`config.mk`:
```
export PLATFORM = sky130hd
export DESIGN_NAME = sd_seq_generator
export DESIGN_NICKNAME = d
export VERILOG_FILES = /design/src/rtl/sd_fsm_pkg.sv /design/src/rtl/sd_piso_shift.sv /design/src/rtl/sd_seq_generator.sv
export SDC_FILE = /design/constraint.sdc
export NUM_CORES = 1
export LEC_CHECK = 0
export BUFFER_PORTS_ARGS = -buffer_cell sky130_fd_sc_hd__buf_2
export CAP_MARGIN = 20
export CORE_ASPECT_RATIO = 1.25
export CORE_MARGIN = 2
export CORE_UTILIZATION = 59
export DETAILED_ROUTE_END_ITERATION = 10
export PLACE_DENSITY = 0.82
export RECOVER_POWER = 25
export REMOVE_ABC_BUFFERS = 1
export SLEW_MARGIN = 0
export SYNTH_ARGS = -nofsm -noshare
export SYNTH_HDL_FRONTEND = slang
export SYNTH_SLANG_ARGS = --single-unit
```
`constraint.sdc`:
```
create_clock -name clock -period 4.21 [get_ports clock]
set_input_delay 0.842 -clock clock [delete_from_list [all_inputs] [get_ports clock]]
set_output_delay 0.842 -clock clock [all_outputs]
set_load 0.05 [all_outputs]
```
`src/rtl/sd_fsm_pkg.sv`:
```
// Shared state type and constants for the serial sequence generator and detector.
// Latency: n/a (types, constants and a width helper only).
// Backpressure: n/a.
package sd_fsm_pkg;

    // Common FSM state encoding; the Moore detector reuses this type.
    typedef enum logic [1:0] {
        IDLE  = 2'd0,
        SHIFT = 2'd1,
        GAP   = 2'd2,
        DONE  = 2'd3
    } sd_state_e;

    // Level held on the serial line whenever no pattern bit is being driven.
    localparam logic SD_IDLE_LEVEL = 1'b0;

    // Counter width able to hold values 0..n-1, never narrower than one bit.
    function automatic int sd_cnt_width(input int n);
        int w;
        w = $clog2(n);
        return (w < 1) ? 1 : w;
    endfunction

endpackage

```
`src/rtl/sd_piso_shift.sv`:
```
// Parallel-in serial-out register with a latched pattern copy for repetitions.
// Latency: bit_o is combinational; it is the bit the caller should register this edge.
// Backpressure: none; the caller sequences load/shift/reload.
module sd_piso_shift #(
    parameter int W = 4
) (
    input  logic         clk_i,
    input  logic         rst_i,
    input  logic         load_i,
    input  logic         shift_i,
    input  logic         reload_i,
    input  logic [W-1:0] pattern_i,
    output logic         bit_o
);

    // data_q holds the bits still to be emitted, MSB next; the emitted bit
    // itself lives in the caller's output flop, so loads pre-shift by one.
    logic [W-1:0] data_q, data_d;
    logic [W-1:0] copy_q, copy_d;

    // Select the next serial bit and the next contents of both registers.
    always_comb begin
        data_d = data_q;
        copy_d = copy_q;
        bit_o  = data_q[W-1];
        if (load_i) begin
            copy_d = pattern_i;
            data_d = pattern_i << 1;
            bit_o  = pattern_i[W-1];
        end else if (reload_i) begin
            data_d = copy_q << 1;
            bit_o  = copy_q[W-1];
        end else if (shift_i) begin
            data_d = data_q << 1;
        end
    end

    // Shift and copy registers.
    always_ff @(posedge clk_i or posedge rst_i) begin
        if (rst_i) begin
            data_q <= '0;
            copy_q <= '0;
        end else begin
            data_q <= data_d;
            copy_q <= copy_d;
        end
    end

endmodule

```
`src/rtl/sd_seq_generator.sv`:
```
// Serial pattern transmitter: sends a latched pattern MSB-first, repeated with idle gaps.
// Latency: first bit on sequence_out in the cycle after the accepting edge.
// Backpressure: start_ready is low whenever a transmission is in progress or abort is high.
module sd_seq_generator
    import sd_fsm_pkg::*;
#(
    parameter int   PATTERN_W  = 4,
    parameter int   CNT_W      = 4,
    parameter int   GAP_CYCLES = 2,
    parameter logic IDLE_LEVEL = SD_IDLE_LEVEL
) (
    input  logic                 clock,
    input  logic                 reset,
    input  logic [PATTERN_W-1:0] pattern_in,
    input  logic [CNT_W-1:0]     repeat_in,
    input  logic                 start_valid,
    output logic                 start_ready,
    input  logic                 abort,
    output logic                 sequence_out,
    output logic                 busy,
    output logic                 frame_done
);

    localparam int BIT_W = sd_cnt_width(PATTERN_W);
    localparam int GAP_W = sd_cnt_width(GAP_CYCLES + 1);

    localparam logic [BIT_W-1:0] BIT_LAST = BIT_W'(PATTERN_W - 1);
    // Gap counter counts down to zero, so a GAP_CYCLES-long gap starts at GAP_CYCLES-1.
    localparam logic [GAP_W-1:0] GAP_LOAD = (GAP_CYCLES > 0) ? GAP_W'(GAP_CYCLES - 1) : '0;

    sd_state_e        state_q, state_d;
    logic [BIT_W-1:0] bit_cnt_q, bit_cnt_d;
    logic [CNT_W-1:0] rep_cnt_q, rep_cnt_d;
    logic [GAP_W-1:0] gap_cnt_q, gap_cnt_d;
    logic             seq_q, seq_d;

    logic load, shift, reload, emit;
    logic piso_bit;

    assign start_ready  = (state_q == IDLE) & ~abort;
    assign busy         = (state_q != IDLE);
    assign frame_done   = (state_q == DONE);
    assign sequence_out = seq_q;

    sd_piso_shift #(
        .W (PATTERN_W)
    ) u_piso (
        .clk_i     (clock),
        .rst_i     (reset),
        .load_i    (load),
        .shift_i   (shift),
        .reload_i  (reload),
        .pattern_i (pattern_in),
        .bit_o     (piso_bit)
    );

    // Next-state, counter and shift-control logic; abort overrides everything outside IDLE.
    always_comb begin
        state_d   = state_q;
        bit_cnt_d = bit_cnt_q;
        rep_cnt_d = rep_cnt_q;
        gap_cnt_d = gap_cnt_q;
        load      = 1'b0;
        shift     = 1'b0;
        reload    = 1'b0;
        emit      = 1'b0;

        unique case (state_q)
            IDLE: begin
                if (start_valid && start_ready) begin
                    load      = 1'b1;
                    emit      = 1'b1;
                    rep_cnt_d = repeat_in;
                    bit_cnt_d = BIT_LAST;
                    state_d   = SHIFT;
                end
            end
            SHIFT: begin
                if (bit_cnt_q != '0) begin
                    shift     = 1'b1;
                    emit      = 1'b1;
                    bit_cnt_d = bit_cnt_q - BIT_W'(1);
                end else if (rep_cnt_q == '0) begin
                    state_d = DONE;
                end else if (GAP_CYCLES > 0) begin
                    gap_cnt_d = GAP_LOAD;
                    state_d   = GAP;
                end else begin
                    reload    = 1'b1;
                    emit      = 1'b1;
                    rep_cnt_d = rep_cnt_q - CNT_W'(1);
                    bit_cnt_d = BIT_LAST;
                end
            end
            GAP: begin
                if (gap_cnt_q == '0) begin
                    reload    = 1'b1;
                    emit      = 1'b1;
                    rep_cnt_d = rep_cnt_q - CNT_W'(1);
                    bit_cnt_d = BIT_LAST;
                    state_d   = SHIFT;
                end else begin
                    gap_cnt_d = gap_cnt_q - GAP_W'(1);
                end
            end
            DONE: begin
                state_d = IDLE;
            end
            default: begin
                state_d = IDLE;
            end
        endcase

        if (abort && (state_q != IDLE)) begin
            state_d = IDLE;
            load    = 1'b0;
            shift   = 1'b0;
            reload  = 1'b0;
            emit    = 1'b0;
        end

        seq_d = emit ? piso_bit : IDLE_LEVEL;
    end

    // State, counters and the registered serial output.
    always_ff @(posedge clock or posedge reset) begin
        if (reset) begin
            state_q   <= IDLE;
            bit_cnt_q <= '0;
            rep_cnt_q <= '0;
            gap_cnt_q <= '0;
            seq_q     <= IDLE_LEVEL;
        end else begin
            state_q   <= state_d;
            bit_cnt_q <= bit_cnt_d;
            rep_cnt_q <= rep_cnt_d;
            gap_cnt_q <= gap_cnt_d;
            seq_q     <= seq_d;
        end
    end

endmodule

```
==> results.txt <==
* Run status: complete, no violations
- The HPWL after detailed placement is around 1500 um.
- Min Tclk post-route: approximately 2.4 ns
- For this configuration, the core starts out at a cell density of 0.6112.
- Worst-path cell with the longest stage delay: sky130_fd_sc_hd__dfrtp_1
* Root Buffer: sky130_fd_sc_hd__clkbuf_4
- The signal on the critical path passes through inv_1, nor2_1, buf_2.
- Mean instance size in the synthesized netlist: 8.884 um2
* Std-Cell Core Area: 1744 um2
- Summing every instance area after synthesis gives 1066 um2.
- The global routing stage identified its most utilized layer as met2.
- The first detailed-routing pass took 4 iterations.
- Counting flops and latches in the post-synthesis netlist gives 18.
* H-Tree Depth: 1
- The number of hold violations in the final report was 0.
- Count of antenna diodes in the layout: 0
* Endpoint kind of the worst setup timing path: primary output
- STA classifies the critical path startpoint as a flop.
- Across the routed clock network, the largest skew measured is 0.004677 ns.
- The clock drives 18 sinks.
- Derived from the worst setup path, the maximum achievable clock frequency is 418.4 MHz.
- Routed wire length per instance: 13.22 um
* TNS Setup: 0 ns
- Summed over all cells, the static leakage comes to 0.5698 nW.
- For this design the top-level I/O count stands at 16.
* GR Layer Usage met1: 0.2653
- Post-CTS Resized: 0
- For this run, the number of Yosys warnings is 0.
- In the synthesized netlist the dominant register cell turns out to be sky130_fd_sc_hd__dfrtp_1.
- WP data required: between 3 and 4 ns
- Die boundary height: roughly 50 um
- DRT Wirelength: 2036 um
- Maximum number of pins on one net before global-route repair: 19
- Once detail routing completed, the nets flagged for antenna violations numbered 0.
- In the routed design, unresolved DRC markers number 0.
- Full die area: 2165 um2
* Number of flops mapped to enable cells by yosys: 0
- Along the worst path, the maximum fanout reaches 16.
- Global-route wire length before repair: 3387 um
- The number of antenna violations at the first check in global routing was 0.
- Placed Cells: 150
* Part of the cycle the worst path needs: 0.5678
* Area growth from synthesis to layout: 10.45%
- Cell area power density: 694.0 nW/um2
- In this run, the number of DRC markers left after iteration 0 of detailed routing was 24.
* Clock-pin slew reported for the worst setup and hold paths after clock tree synthesis: 0.10 ns
- Hold buffer count at CTS: 0
- Maxcap violations: 0
* Normalized max-slew margin: 0.5388
- Vias: a little under 900
* Dominant cell type by area after synthesis: sky130_fd_sc_hd__dfrtp_1
- Synth top area cells: sky130_fd_sc_hd__dfrtp_1 42%, sky130_fd_sc_hd__nand2_1 6.0%, sky130_fd_sc_hd__ha_1 4.7%
* Worst slew pin tran: 0.6911 ns
- The number of pins exceeding their max-slew limit in the final report was 0.
- Hold WC Path Type: reg2reg
- Placer's final routability congestion estimate: 0.8840
- Worst path arrival time: 1.55 ns
* Top cell type's share of synthesized area: 0.4225
- Post-CTS setup buffers: 0
- Ys async rst share: 1.000
- The share of the Yosys chip area taken by registers is 0.4225.
* Non-filler cells, final: approximately 150
* Unrepaired setup endpoints after global routing: no
- The finished cells cover 1177 um2.
- Critical setup path kind: reg2out
* Placed cell areas: 1141 um2
- TritonCTS built the clock tree.
- Number of standard-cell rows in the floorplan: 17
- At the later pin of the worst-skew pair, clock insertion delay measures roughly 0.31 ns.
- Number of distinct library cells after synthesis: 33
- Port buffering added 15 buffers.
* Num CTS Buffers: 3
* Final number of setup-violating endpoints: 0
* Nets: 152
- For this run, the total global-route usage over all layers was measured as 0.2052.
- Overall overflow remaining after global route: 0
* Global-route met3 utilization: 0.02431
- The longest clock path from root to sink contains 2 buffers.
* Peak supply drop: 0.4833 mV
- Width of the chip: 42.02 um
* Cell count after synthesis: 120
* Largest stage delay on the critical path: 0.69 ns
- Number of vias per cell after detailed routing: 5.708
- sky130_fd_sc_hd__dfrtp_1 is the most common cell in the netlist.
- The via count of the first global-routing pass is between 700 and 800.
- Met2 track utilization from global routing: 0.3464
- Commonest cells in the netlist: 18 x sky130_fd_sc_hd__dfrtp_1, 17 x sky130_fd_sc_hd__nand2_1, 13 x sky130_fd_sc_hd__inv_1, 9 x sky130_fd_sc_hd__nor2_1
* Fraction of final layout cells sized beyond drive strength 1: 0.1852
logic make-up (layout without fill, tap and decap cells):
family                   after synthesis  in the layout  share of synthesized area
buffers and inverters                 17             32                    0.06807
AO/OA/AOI/OAI                         32             32                     0.2125
AND/OR/NAND/NOR                       46             46                     0.2218
multiplexers                           3              3                    0.02817
flip-flops                            18             18                     0.4225
adder cells (fa/ha/maj)                4              4                    0.04695
layout by cell type, fill, tap and decap left out, types with 4 or more instances in the layout:
cell,count
sky130_fd_sc_hd__dfrtp_1,18
sky130_fd_sc_hd__nand2_1,17
sky130_fd_sc_hd__o2bb2ai_1,4
sky130_fd_sc_hd__nor2_1,9
sky130_fd_sc_hd__inv_1,13
sky130_fd_sc_hd__a21oi_1,7
sky130_fd_sc_hd__buf_2,15
sky130_fd_sc_hd__ha_1,4
sky130_fd_sc_hd__o21ai_0,7
sky130_fd_sc_hd__nand2b_1,4
critical path: cells and delay by family, from the launching register on:
family / cells / cell delay [ns]
DFF: 1 / 0.69
buffers and inverters: 2 / 0.44
and+or+nand+nor: 1 / 0.11
flip-flops by register name (all words and copies together), names as in the netlist:
signal	flops
rep_cnt_q	4
u_piso.data_q	3
sequence_out	1
bit_cnt_q	2
gap_cnt_q	2
state_q	2
u_piso.copy_q	4
metal layers:
layer / vias to the layer above / wire, um / share of wire
li1: 449 / - / -
met4: 0 / 35 / 0.017
met5: - / 0 / 0
met3: 3 / 69 / 0.034
met1: 409 / 934 / 0.46
met2: 18 / 997 / 0.49
area by class of cell:
type	instances	area [um2]
Sequential cell	18	450.4
Multi-Input combinational cell	85	543.0
Fill cell	148	566.8
Tap cell	19	23.77
Clock buffer	4	36.28
Inverter	13	48.80
Timing Repair Buffer	15	75.07
per-stage QoR:
| stage | hold slack [ns] | worst slack [ns] | util | total power, mW |
|---|---|---|---|---|
| global route | 0.4989 | 1.691 | 0.6750 | 0.8849 |
| detailed placement | 0.4631 | 1.892 | 0.6542 | 0.7091 |
| finish | 0.4833 | 1.820 | 0.6750 | 0.8171 |
| CTS | 0.4899 | 1.833 | 0.6750 | 0.8205 |
| floorplan | 0.4374 | 1.830 | - | 0.6230 |
| global placement | 0.4559 | 1.908 | 0.6542 | 0.6947 |
report_power, final:
| group | internal, mW | switching [mW] | leakage, nW |
|---|---|---|---|
| sequential | 0.252 | 0.0763 | 0.216 |
| clock | 0.0529 | 0.0594 | 0.0210 |
| combinational | 0.150 | 0.227 | 0.333 |
worst paths after layout:
check / slack (ns) / startpoint / endpoint / cells past startpoint
worst max-delay path: 1.82 / state_q[0] / frame_done / 3
max in group asynchronous: 3.15 / reset / u_piso.data_q[3] / 2
min in group asynchronous: 0.61 / reset / sequence_out / 2
worst min-delay path: 0.48 / u_piso.copy_q[2] / u_piso.copy_q[2] / 2
worst min register to register: 0.48 / u_piso.copy_q[2] / u_piso.copy_q[2] / 2
worst max register to register: 2.40 / gap_cnt_q[0] / u_piso.data_q[1] / 6
(Power assumes the default switching activity.)
